===== src/rtl/load_store_unit_pkg.sv =====
// Shared encodings and lane helpers for the load/store unit.
// Big-endian lanes: byte offset 0 sits in bits 31:24.
package load_store_unit_pkg;

    localparam int unsigned WORD_W = 32;

    typedef enum logic [1:0] {
        SIZE_BYTE = 2'b00,
        SIZE_HALF = 2'b01,
        SIZE_WORD = 2'b10,
        SIZE_RSVD = 2'b11
    } lsu_size_e;

    typedef enum logic [2:0] {
        ST_IDLE  = 3'd0,
        ST_READ  = 3'd1,
        ST_WRITE = 3'd2,
        ST_DONE  = 3'd3,
        ST_ERR   = 3'd4
    } lsu_state_e;

    localparam logic [4:0] LANE0_SHIFT = 5'd24;
    localparam logic [4:0] LANE1_SHIFT = 5'd16;
    localparam logic [4:0] LANE2_SHIFT = 5'd8;
    localparam logic [4:0] LANE3_SHIFT = 5'd0;

    // Right-shift that brings the addressed field down to bit 0.
    function automatic logic [4:0] lane_shift(input lsu_size_e size, input logic [1:0] offset);
        logic [4:0] shift;
        shift = LANE3_SHIFT;
        case (size)
            SIZE_BYTE: begin
                case (offset)
                    2'd0:    shift = LANE0_SHIFT;
                    2'd1:    shift = LANE1_SHIFT;
                    2'd2:    shift = LANE2_SHIFT;
                    default: shift = LANE3_SHIFT;
                endcase
            end
            SIZE_HALF: shift = offset[1] ? LANE3_SHIFT : LANE1_SHIFT;
            default:   shift = LANE3_SHIFT;
        endcase
        return shift;
    endfunction

    function automatic logic misaligned(input lsu_size_e size, input logic [1:0] offset);
        logic bad;
        case (size)
            SIZE_BYTE: bad = 1'b0;
            SIZE_HALF: bad = offset[0];
            SIZE_WORD: bad = |offset;
            default:   bad = 1'b1;
        endcase
        return bad;
    endfunction

endpackage


===== src/rtl/load_store_unit_lane_align.sv =====
// Combinational lane extract/extend for loads and lane merge for stores.
module lsu_lane_align
    import load_store_unit_pkg::*;
(
    input  logic [1:0]        offset_i,
    input  lsu_size_e         size_i,
    input  logic              signed_i,
    input  logic [WORD_W-1:0] mem_word_i,
    input  logic [WORD_W-1:0] store_data_i,
    output logic [WORD_W-1:0] load_data_c_o,
    output logic [WORD_W-1:0] merged_c_o
);

    logic [4:0]        shift;
    logic [15:0]       lane;
    logic [WORD_W-1:0] mask;

    always_comb begin
        shift = lane_shift(size_i, offset_i);
        lane  = 16'(mem_word_i >> shift);
        case (size_i)
            SIZE_BYTE: mask = 32'h0000_00FF;
            SIZE_HALF: mask = 32'h0000_FFFF;
            default:   mask = 32'hFFFF_FFFF;
        endcase
        case (size_i)
            SIZE_BYTE: load_data_c_o = {{24{signed_i & lane[7]}}, lane[7:0]};
            SIZE_HALF: load_data_c_o = {{16{signed_i & lane[15]}}, lane[15:0]};
            default:   load_data_c_o = mem_word_i;
        endcase
        // Word stores have an all-ones mask and zero shift, so they pass store data through.
        merged_c_o = (mem_word_i & ~(mask << shift)) | ((store_data_i & mask) << shift);
    end

endmodule


===== src/rtl/load_store_unit.sv =====
// Load/store unit: one request at a time, RMW for sub-word stores, registered memory outputs.
// Memory outputs are computed from the next state so they line up with the state they belong to.
module load_store_unit
    import load_store_unit_pkg::*;
#(
    parameter int unsigned DATAWIDTH_BUS = 32
) (
    input  logic                     LSU_CLOCK_50,
    input  logic                     LSU_RESET_InHigh,
    input  logic                     LSU_Req_In,
    input  logic                     LSU_Store_In,
    input  logic [1:0]               LSU_Size_In,
    input  logic                     LSU_Signed_In,
    input  logic [DATAWIDTH_BUS-1:0] LSU_Address_In,
    input  logic [DATAWIDTH_BUS-1:0] LSU_StoreData_In,
    output logic                     LSU_Busy_Out,
    output logic                     LSU_Done_Out,
    output logic                     LSU_Error_Out,
    output logic [DATAWIDTH_BUS-1:0] LSU_LoadData_Out,
    output logic [DATAWIDTH_BUS-1:0] LSU_MemAddress_Out,
    output logic [DATAWIDTH_BUS-1:0] LSU_MemData_Out,
    output logic                     LSU_MemRD_Out,
    output logic                     LSU_MemWR_Out,
    input  logic [DATAWIDTH_BUS-1:0] LSU_MemData_In
);

    lsu_state_e               state_q, state_d;
    logic                     store_q, signed_q;
    lsu_size_e                size_q;
    logic [DATAWIDTH_BUS-1:0] addr_q, sdata_q;

    logic                     busy_q, busy_d, done_q, done_d, err_q, err_d;
    logic                     rd_q, rd_d, wr_q, wr_d;
    logic [DATAWIDTH_BUS-1:0] ldata_q, ldata_d, maddr_q, maddr_d, mdata_q, mdata_d;

    logic                     idle;
    logic                     cur_store, cur_signed;
    lsu_size_e                cur_size;
    logic [DATAWIDTH_BUS-1:0] cur_addr, cur_sdata;
    logic [DATAWIDTH_BUS-1:0] load_data_c, merged_c;

    // In IDLE the request is still on the inputs; afterwards it lives in the latches.
    always_comb begin
        idle       = (state_q == ST_IDLE);
        cur_store  = idle ? LSU_Store_In : store_q;
        cur_signed = idle ? LSU_Signed_In : signed_q;
        cur_size   = idle ? lsu_size_e'(LSU_Size_In) : size_q;
        cur_addr   = idle ? LSU_Address_In : addr_q;
        cur_sdata  = idle ? LSU_StoreData_In : sdata_q;
    end

    lsu_lane_align u_lane_align (
        .offset_i      (cur_addr[1:0]),
        .size_i        (cur_size),
        .signed_i      (cur_signed),
        .mem_word_i    (LSU_MemData_In),
        .store_data_i  (cur_sdata),
        .load_data_c_o (load_data_c),
        .merged_c_o    (merged_c)
    );

    always_ff @(posedge LSU_CLOCK_50) begin
        if (LSU_RESET_InHigh) begin
            state_q  <= ST_IDLE;
            store_q  <= 1'b0;
            signed_q <= 1'b0;
            size_q   <= SIZE_BYTE;
            addr_q   <= '0;
            sdata_q  <= '0;
        end else begin
            state_q <= state_d;
            if (idle && LSU_Req_In) begin
                store_q  <= LSU_Store_In;
                signed_q <= LSU_Signed_In;
                size_q   <= lsu_size_e'(LSU_Size_In);
                addr_q   <= LSU_Address_In;
                sdata_q  <= LSU_StoreData_In;
            end
        end
    end

    always_comb begin
        state_d = state_q;
        case (state_q)
            ST_IDLE: begin
                if (LSU_Req_In) begin
                    if (misaligned(cur_size, cur_addr[1:0]))       state_d = ST_ERR;
                    else if (cur_store && cur_size == SIZE_WORD)   state_d = ST_WRITE;
                    else                                           state_d = ST_READ;
                end
            end
            ST_READ:  state_d = store_q ? ST_WRITE : ST_DONE;
            ST_WRITE: state_d = ST_DONE;
            ST_DONE:  state_d = ST_IDLE;
            ST_ERR:   state_d = ST_IDLE;
            default:  state_d = ST_IDLE;
        endcase
    end

    always_comb begin
        busy_d  = (state_d != ST_IDLE);
        done_d  = (state_d == ST_DONE) || (state_d == ST_ERR);
        err_d   = (state_d == ST_ERR);
        rd_d    = (state_d == ST_READ);
        wr_d    = (state_d == ST_WRITE);
        maddr_d = (rd_d || wr_d) ? {cur_addr[DATAWIDTH_BUS-1:2], 2'b00} : '0;
        mdata_d = wr_d ? merged_c : '0;
        ldata_d = ldata_q;
        if (state_q == ST_READ && state_d == ST_DONE) begin
            ldata_d = load_data_c;
        end
    end

    always_ff @(posedge LSU_CLOCK_50) begin
        if (LSU_RESET_InHigh) begin
            busy_q  <= 1'b0;
            done_q  <= 1'b0;
            err_q   <= 1'b0;
            rd_q    <= 1'b0;
            wr_q    <= 1'b0;
            ldata_q <= '0;
            maddr_q <= '0;
            mdata_q <= '0;
        end else begin
            busy_q  <= busy_d;
            done_q  <= done_d;
            err_q   <= err_d;
            rd_q    <= rd_d;
            wr_q    <= wr_d;
            ldata_q <= ldata_d;
            maddr_q <= maddr_d;
            mdata_q <= mdata_d;
        end
    end

    assign LSU_Busy_Out       = busy_q;
    assign LSU_Done_Out       = done_q;
    assign LSU_Error_Out      = err_q;
    assign LSU_LoadData_Out   = ldata_q;
    assign LSU_MemAddress_Out = maddr_q;
    assign LSU_MemData_Out    = mdata_q;
    assign LSU_MemRD_Out      = rd_q;
    assign LSU_MemWR_Out      = wr_q;

endmodule


===== config.mk =====
export PLATFORM = sky130hd
export DESIGN_NAME = load_store_unit
export DESIGN_NICKNAME = d
export VERILOG_FILES = /design/src/rtl/load_store_unit_pkg.sv /design/src/rtl/load_store_unit_lane_align.sv /design/src/rtl/load_store_unit.sv
export SDC_FILE = /design/constraint.sdc
export NUM_CORES = 1
export LEC_CHECK = 0
export CAP_MARGIN = 10
export CORE_ASPECT_RATIO = 1.4
export CORE_UTILIZATION = 40
export CTS_CLUSTER_SIZE = 40
export DETAILED_ROUTE_END_ITERATION = 10
export DONT_BUFFER_PORTS = 1
export PLACE_DENSITY = 0.57
export SYNTH_ARGS = -nofsm -noshare
export SYNTH_HDL_FRONTEND = slang
export SYNTH_SLANG_ARGS = --single-unit

===== constraint.sdc =====
create_clock -name LSU_CLOCK_50 -period 4.43 [get_ports LSU_CLOCK_50]
set_input_delay 1.329 -clock LSU_CLOCK_50 [delete_from_list [all_inputs] [get_ports LSU_CLOCK_50]]
set_output_delay 1.329 -clock LSU_CLOCK_50 [all_outputs]
set_load 0.1 [all_outputs]

After elaboration in Yosys (flattened, before gate mapping)
Index checks and enable logic that the tools add are counted.
{ "classes": {"eq_ne": 10, "n_shift": 3, "n_mux": 18, "bitwise_logic": 8, "n_reduce_logical": 12} }
{ "op_table": {"columns": ["op", "n"], "rows": [
  ["$pmux 32 s2", 2],
  ["$and 32x32->32", 2],
  ["$mux 32", 2],
  ["$shl 32x5->32", 2],
  ["$not 32->32", 1],
  ["$or 32x32->32", 1],
  ["$shr 32x5->16", 1],
  ["$pmux 5 s3", 1],
  ["$pmux 5 s2", 1],
  ["$eq 3x2->1 const B", 3],
  ["$pmux 3 s3", 1],
  ["$eq 3x1->1 const B", 2],
  ["$mux 3", 2],
  ["$reduce_or 2->1", 3],
  ["$mux 1", 5],
  ["$mux 5", 1],
  ["$eq 2x1->1 const B", 2],
  ["$eq 2x2->1 const B", 2],
  ["$logic_not 2->1", 2],
  ["$mux 2", 2],
  ["$eq 3x3->1 const B", 1],
  ["$logic_and 1x1->1", 3],
  ["$logic_not 3->1", 1],
  ["$pmux 1 s3", 1],
  ["other kinds (4)", 7]
]} }
{ "word_totals": {"register_bits": 172, "inputBits": 103, "out_inout_bits": 101, "word_cells": 66} }

Logic depth before layout (Yosys ltp)
Gate-level depths: netlist (run 1).
{ "depth": {"ltp_word": 13, "depth_mapped": 9} }

By module
Synthesis (run 1) repeated with hierarchy kept, for this count alone.
{ "unflattened": {"cells_unflattened": 945, "hier_area_um2": 7975.1} }
{ "by_module_without_submodules": {"columns": ["module", "instances", "cells_per_inst", "area_each_um2", "seq_area_each_um2"], "rows": [
  ["load_store_unit", 1, 728, 6583.8, 3403.3],
  ["lsu_lane_align", 1, 217, 1391.3, 0.0]
]} }

Least setup slack after synthesis (run 1)
No wires, ideal clock.
{ "synth_path": {"path_type": "in2reg", "from": "input port LSU_Size_In[0]", "to": "register ldata_q[16], in the netlist LSU_LoadData_Out[16]", "setup_ps": 86, "t_arrival_ps": 2913, "required_ps": 4344, "path_slack_ps": 1431, "stages": 8, "path_buffers": 2, "path_cell_list": "clkbuf_1 -> nor2_1 -> mux2_2 -> mux2i_1 -> o31ai_1 -> o31ai_4 -> buf_4 -> a211oi_1"} }
{ "synth_between": {"elab_chain_cells": 10} }
{ "synth_rtl": {"columns": ["item", "line", "text"], "rows": [
  ["start, declared", "load_store_unit.sv:12", "input logic [1:0] LSU_Size_In,"],
  ["$mux 2 *", "load_store_unit.sv:47", "cur_size = idle ? lsu_size_e'(LSU_Size_In) : size_q;"],
  ["$eq 2x2->1, or another cell as far along", "load_store_unit_pkg.sv:48, load_store_unit.sv:88", null],
  ["$pmux 1 s3", "load_store_unit_pkg.sv:48", "case (size)"],
  ["$mux 1", "load_store_unit.sv:86", "if (LSU_Req_In) begin"],
  ["$mux 1", "load_store_unit.sv:84", "case (state_q)"],
  ["$mux 3", "load_store_unit.sv:87", "if (misaligned(cur_size, cur_addr[1:0])) state_d = ST_ERR;"],
  ["$mux 3", "load_store_unit.sv:86", null],
  ["$pmux 3 s3", "load_store_unit.sv:84", null],
  ["$eq 3x2->1", "load_store_unit.sv:109", "if (state_q == ST_READ && state_d == ST_DONE) begin"],
  ["$logic_and 1x1->1", "load_store_unit.sv:109", null],
  ["end signal, assigned", "load_store_unit.sv:130", "ldata_q <= ldata_d;"],
  ["end, declared", "load_store_unit.sv:34", "logic [DATAWIDTH_BUS-1:0] ldata_q, ldata_d, maddr_q, maddr_d, mdata_q, mdata_d;"]
]} }
Mark *: on every way between the ends. The rest lies on a longest branch, timed or not. The select of a mux whose other input is x is not followed.
A chain may end at the register's enable or synchronous reset.

Worst setup path in the final report (run 1)
{ "layout_path": {"from": "register state_q[2]", "to": "register maddr_q[14], in the netlist LSU_MemAddress_Out[14]"} }
{ "layout_between": {"elab_chain_cells": 13} }
{ "layout_rtl": {"columns": ["item", "line", "text"], "rows": [
  ["start, declared", "load_store_unit.sv:27", "lsu_state_e state_q, state_d;"],
  ["start signal, assigned", "load_store_unit.sv:71", "state_q <= state_d;"],
  ["$logic_not 3->1", "load_store_unit.sv:44, load_store_unit.sv:84", null],
  ["$mux 2 or $mux 32 (tied branches)", "load_store_unit.sv:47, load_store_unit.sv:48", null],
  ["$eq 2x2->1, or another cell as far along", "load_store_unit_pkg.sv:48, load_store_unit.sv:88", null],
  ["$pmux 1 s3", "load_store_unit_pkg.sv:48", null],
  ["$mux 1", "load_store_unit.sv:86", null],
  ["$mux 1", "load_store_unit.sv:84", null],
  ["$mux 3", "load_store_unit.sv:87", null],
  ["$mux 3", "load_store_unit.sv:86", null],
  ["$pmux 3 s3", "load_store_unit.sv:84", null],
  ["$eq 3x1->1 or $eq 3x2->1 (tied branches)", "load_store_unit.sv:104, load_store_unit.sv:105", null],
  ["$logic_or 1x1->1", "load_store_unit.sv:106", "maddr_d = (rd_d || wr_d) ? {cur_addr[DATAWIDTH_BUS-1:2], 2'b00} : '0;"],
  ["$not 1->1 (no line)", null, null],
  ["$reduce_or 2->1 (no line)", null, null],
  ["end signal, assigned", "load_store_unit.sv:131", "maddr_q <= maddr_d;"],
  ["end, declared", "load_store_unit.sv:34", null]
]} }
Parallel ways exist; a longest one is shown, timed or not. The select of a mux whose other input is x is not followed.

==> results.sh, run 1 <==
export IMPL_status="finished, final reports clean"
export IMPL_cpPeakStageDelay_ns=0.81
export IMPL_clk_pin_slew_worst_paths_ns=0.06
export IMPL_diodes=0
export IMPL_worst_pin_slew_ns=1.18
export IMPL_place_inst=1055
export IMPL_syn_area_per_cell_sq_um=8.19
export IMPL_ys_ff_latch=170
export IMPL_slowest_stage="or3_2"
export IMPL_crit_type="flop to flop"
export IMPL_setup_viol=0
export IMPL_path_depth=8
export IMPL_worst_slack_ns=1.32
export IMPL_yosys_area_top_type="dfxtp_1"
export IMPL_synth_cell_types=47
export IMPL_drc=0
export IMPL_syn_area_sq_um=7220
export IMPL_dieArea_sq_um=18600
export IMPL_critPathCaptureType="flop"
export IMPL_slew_headroom_pct=20.7
export IMPL_htreeDepth=4
export IMPL_first_pass_iters=5
export IMPL_final_cells=1087
export IMPL_synthTopCellsByCount="255 x nand2_1, 170 x dfxtp_1, 82 x a21oi_1"
export IMPL_wl_per_cell_microns=20.1
export IMPL_nNetsFinal=941
export IMPL_path_max_fanout=34
export IMPL_skew_ns=0.0138
export IMPL_hold_depth=2
export IMPL_drive_gt1_share_pct=10.2
export IMPL_clk_latency_ns=0.43
export IMPL_r2r_cells=8
export IMPL_cts_root_buffer="clkbuf_16"
export IMPL_crit_top_cell="buf_4"
export IMPL_grt_max_degree=111
export IMPL_core_sq_um=17500
export IMPL_track_usage_pct=23.8
export IMPL_area_growth_pct=8.79
export IMPL_holdCritPathClass="flop to flop"
export IMPL_rsz0062_at_grt="no"
export IMPL_antenna_found_initial=0
export IMPL_path_cells="or3_2 > mux2_2 > a41oi_1 > or4_1 > buf_4 > o31a_2 > buf_4 > a21oi_2"
export IMPL_yosysWarnings=0
export IMPL_initial_core_util_pct=41.3
export IMPL_synthDominantCellAreaShare_pct=47.2
export IMPL_cp_arrival_ns=3.40
export IMPL_drv_slew=0
export IMPL_die_w_microns=116
export IMPL_synthMostInstantiatedCell="nand2_1"
export IMPL_clock_fmax_mhz=321
export IMPL_fin_crit_ns=3.11
export IMPL_place_ws_ns=1.05
export IMPL_synth_top_flop_cell="dfxtp_1"
export IMPL_ant_nets=0
export IMPL_seq_area_frac_synth_pct=47.2
export IMPL_grt_pass1_wl_mm=33.3
export IMPL_num_vias=6022
export IMPL_rows=57
export IMPL_postCtsHoldBufs=0
export IMPL_clock_path_buffers=2
export IMPL_cts_tree="done"
export IMPL_overflow=0
export IMPL_async_reset_ff_share_pct=0
export IMPL_crit_family="simple AND/OR/NAND/NOR gates"
export IMPL_via_per_inst=5.54
export IMPL_place_hpwl_mm=15.2
export IMPL_synth_edff_count=0
export IMPL_synth_cells=881
export IMPL_clock_sinks=170
export IMPL_grt_pass1_vias=5834
export IMPL_cts_inserted_buffers=17
export IMPL_finalCritPeriodShare_pct=70.2
export IMPL_gp_congestion=0.903
export IMPL_synth_top_cells_by_area="dfxtp_1 47%, nand2_1 13%, a21oi_1 5.7%, mux2i_1 4.4%, a211oi_1 4.0%"
export IMPL_cp_start_kind="flop"
export IMPL_cts_resized=0
export IMPL_fin_util_pct=44.9
export IMPL_fin_tns_setup_ns=0
export IMPL_cts_setup_buffers=0
export IMPL_die_h_microns=161
export IMPL_required_ns=4.72
export IMPL_numPortBuffers=0
export IMPL_hold_viol_final=0
export IMPL_drtIter0Drc=479
export IMPL_cp_buffers_inverters=2
export IMPL_wl_mm=21.8
export IMPL_io_pins=204
export IMPL_cap_viol_max_count=0
[flip-flops by register name, indices dropped and copies added, names as in the netlist]
register            cells
signed_q                1
LSU_LoadData_Out       32
LSU_Busy_Out            1
store_q                 1
LSU_MemWR_Out           1
state_q                 3
LSU_MemAddress_Out     30
LSU_Error_Out           1
LSU_MemData_Out        32
size_q                  2
sdata_q                32
LSU_Done_Out            1
addr_q                 32
LSU_MemRD_Out           1
[per-stage QoR]
step | hold slack, ns | instance area [sq um]
6_report | 0.453 | 7850
2_1_floorplan | 0.436 | 7220
3_3_place_gp | 0.436 | 7280
3_5_place_dp | 0.441 | 7280
5_1_grt | 0.464 | 7850
4_1_cts | 0.450 | 7850
[cell type report]
class                           instances  area (sq um)
Clock buffer                           20           457
Clock inverter                         12           115
Fill cell                            1728          9620
Inverter                                2          7.51
Multi-Input combinational cell        636          3490
Sequential cell                       170          3400
Tap cell                              236           295
Timing Repair Buffer                   11          82.6
[worst paths after layout]
check	startpoint	end	slack, ns
setup / recovery	state_q[2]	LSU_MemAddress_Out[14]	1.32
hold / removal	sdata_q[13]	sdata_q[13]	0.45
setup reg to reg	state_q[2]	LSU_MemAddress_Out[14]	1.32
hold reg to reg	sdata_q[13]	sdata_q[13]	0.45
[worst min-delay path, stage by stage (launching register included)]
cell     delay (ns)
dfxtp_1        0.31
nand2_1        0.05
a21oi_1        0.05
[cell usage in the layout (no fill, tap or decap), types with 7 or more instances in the layout]
cell       count
a21oi_2       30
nor3_1         8
o2bb2ai_1      7
nand3b_1       9
a22oi_1       23
a21oi_1       82
nand2_1      254
mux2i_1       32
clkbuf_16     17
o21ai_0        9
dfxtp_1      170
and3_1        18
nor2_1        55
a211oi_1      38
buf_4         11
a31oi_1       13
[layer usage]
metal	vias up	share of wire, %	global-route usage (%)
li1	2945	-	-
met5	-	0	0
met2	228	48	39.0
met3	43	9.9	9.47
met1	2806	39	26.1
met4	0	4.0	12.4
[logic make-up (layout without fill, tap and decap cells)]
group / count (synthesis) / after routing / synth area share (%)
other: 1 / 2 / 0.0520
and+or+nand+nor: 370 / 370 / 21.5
AOI/OAI and AO/OA: 228 / 228 / 21.5
DFF: 170 / 170 / 47.2
buffers and inverters: 76 / 45 / 4.65
muxes: 36 / 36 / 5.12
Power of run 1 is not shown: default switching activity piles up to over one toggle a cycle in this logic, so the estimate is an artifact.
==> run 2, diff against run 1 <==
--- a/config.mk
+++ b/config.mk
@@ -11,7 +11,7 @@
 export CTS_CLUSTER_SIZE = 40
 export DETAILED_ROUTE_END_ITERATION = 10
 export DONT_BUFFER_PORTS = 1
-export PLACE_DENSITY = 0.57
+export PLACE_DENSITY = 0.59
 export SYNTH_ARGS = -nofsm -noshare
 export SYNTH_HDL_FRONTEND = slang
 export SYNTH_SLANG_ARGS = --single-unit
==> constraint.sdc (replaced) <==
create_clock -name LSU_CLOCK_50 -period 2.8 [get_ports LSU_CLOCK_50]
set_input_delay 0.84 -clock LSU_CLOCK_50 [delete_from_list [all_inputs] [get_ports LSU_CLOCK_50]]
set_output_delay 0.84 -clock LSU_CLOCK_50 [all_outputs]
set_load 0.1 [all_outputs]
==> results.sh, run 2 (same netlist as run 1, synthesis figures left out) <==
export IMPL_setup_viol=0
export IMPL_rows=57
export IMPL_core_sq_um=17500
export IMPL_cp_startpoint="state_q[2]"
export IMPL_worst_slack_ns=0.243
export IMPL_clock_fmax_mhz=391
export IMPL_clock_path_buffers=2
export IMPL_top_layer="met4"
export IMPL_worst_pin_slew_ns=1.12
export IMPL_finalCritPeriodShare_pct=91.3
export IMPL_drv_slew=0
export IMPL_cp_arrival_ns=2.89
export IMPL_grt_pass1_wl_mm=33.8
export IMPL_numPortBuffers=0
export IMPL_drive_gt1_share_pct=20.9
export IMPL_cts_root_buffer="clkbuf_16"
export IMPL_drtIter0Drc=469
export IMPL_layout_commonest_cell="nand2_1"
export IMPL_dieArea_sq_um=18600
export IMPL_drc=0
export IMPL_crit_type="flop to flop"
export IMPL_die_w_microns=116
export IMPL_wl_mm=22.3
export IMPL_overflow=0
export IMPL_cts_setup_buffers=0
export IMPL_slowest_stage="or3_2"
export IMPL_via_per_inst=5.37
export IMPL_first_pass_iters=5
export IMPL_htreeDepth=4
export IMPL_skew_ns=0.0106
export IMPL_rr_startpoint="state_q[2]"
export IMPL_die_h_microns=161
export IMPL_hold_ws_ns=0.451
export IMPL_area_growth_pct=21.9
export IMPL_fin_crit_ns=2.56
export IMPL_initial_core_util_pct=41.3
export IMPL_dr_wl_met3_mm=1.98
export IMPL_clk_pin_slew_worst_paths_ns=0.06
export IMPL_critPathCaptureType="flop"
export IMPL_track_usage_pct=24.2
export IMPL_clock_sinks=170
export IMPL_io_pins=204
export IMPL_grt_max_degree=111
export IMPL_cap_viol_max_count=0
export IMPL_hold_viol_final=0
export IMPL_diodes=0
export IMPL_antenna_found_initial=0
export IMPL_cp_start_kind="flop"
export IMPL_place_ws_ns=0.241
export IMPL_cts_tree="done"
export IMPL_slew_headroom_pct=24.6
export IMPL_place_hpwl_mm=15.7
export IMPL_cts_inserted_buffers=17
export IMPL_nNetsFinal=1054
export IMPL_cpPeakStageDelay_ns=0.62
export IMPL_wl_per_cell_microns=18.6
export IMPL_status="finished, final reports clean"
export IMPL_dr_wl_met2_mm=10.9
export IMPL_fin_tns_setup_ns=0
export IMPL_path_max_fanout=33
export IMPL_hp_start="addr_q[22]"
export IMPL_gp_congestion=0.902
export IMPL_hold_depth=2
export IMPL_r2r_cells=6
export IMPL_num_vias=6437
export IMPL_grt_pass1_vias=6132
export IMPL_m1WireLength_mm=8.69
export IMPL_holdCritPathClass="flop to flop"
export IMPL_clk_latency_ns=0.43
export IMPL_mostFrequentLayoutCells="254 x nand2_1, 170 x dfxtp_1, 121 x buf_4"
export IMPL_required_ns=3.13
export IMPL_path_cells="or3_2 > mux2_2 > a41oi_1 > or4_1 > buf_4 > a211oi_1"
export IMPL_ant_nets=0
export IMPL_rsz0062_at_grt="no"
[run 2: what timing repair did]
item,CTS,global route
endpoints found under the hold margin,0,0
hold buffers,0,0
gates resized for setup,0,1
endpoints found under the setup margin,0,1
[run 2: critical path, delay by kind of cell, from the launching register on]
| kind | cells | cell delay, ns |
|---|---|---|
| and+or+nand+nor | 2 | 1.18 |
| DFF | 1 | 0.38 |
| AOI/OAI and AO/OA | 2 | 0.33 |
| muxes | 1 | 0.29 |
| buffers and inverters | 1 | 0.28 |
[run 2: metal layers]
layer	GRT usage, %	up-vias
met5	0	-
met4	11.5	0
met3	7.43	42
met2	39.3	263
met1	28.6	2964
li1	-	3168
[run 2: layout make-up]
type | instances | area, sq um
clock buffers | 22 | 494
repair buffers | 124 | 968
well taps | 236 | 295
clock inverters | 9 | 135
fillers | 1706 | 8680
inverters | 2 | 7.51
flip-flops and latches | 170 | 3400
multi-input cells | 636 | 3490
[run 2: final timing paths]
path              slack (ns)             endpoint
setup / recovery        0.24  LSU_MemData_Out[16]
hold / removal          0.45           addr_q[22]
setup reg to reg        0.24  LSU_MemData_Out[16]
hold reg to reg         0.45           addr_q[22]
[run 2: through the flow]
stage,instances,utilization (%),instance area (sq um)
6_report,1199,50.3,8800
5_1_grt,1199,50.3,8800
3_3_place_gp,1168,46.7,8160
3_5_place_dp,1168,46.7,8160
4_1_cts,1199,50.3,8790
2_1_floorplan,882,-,7220
Power of run 2 is left out for the same reason.
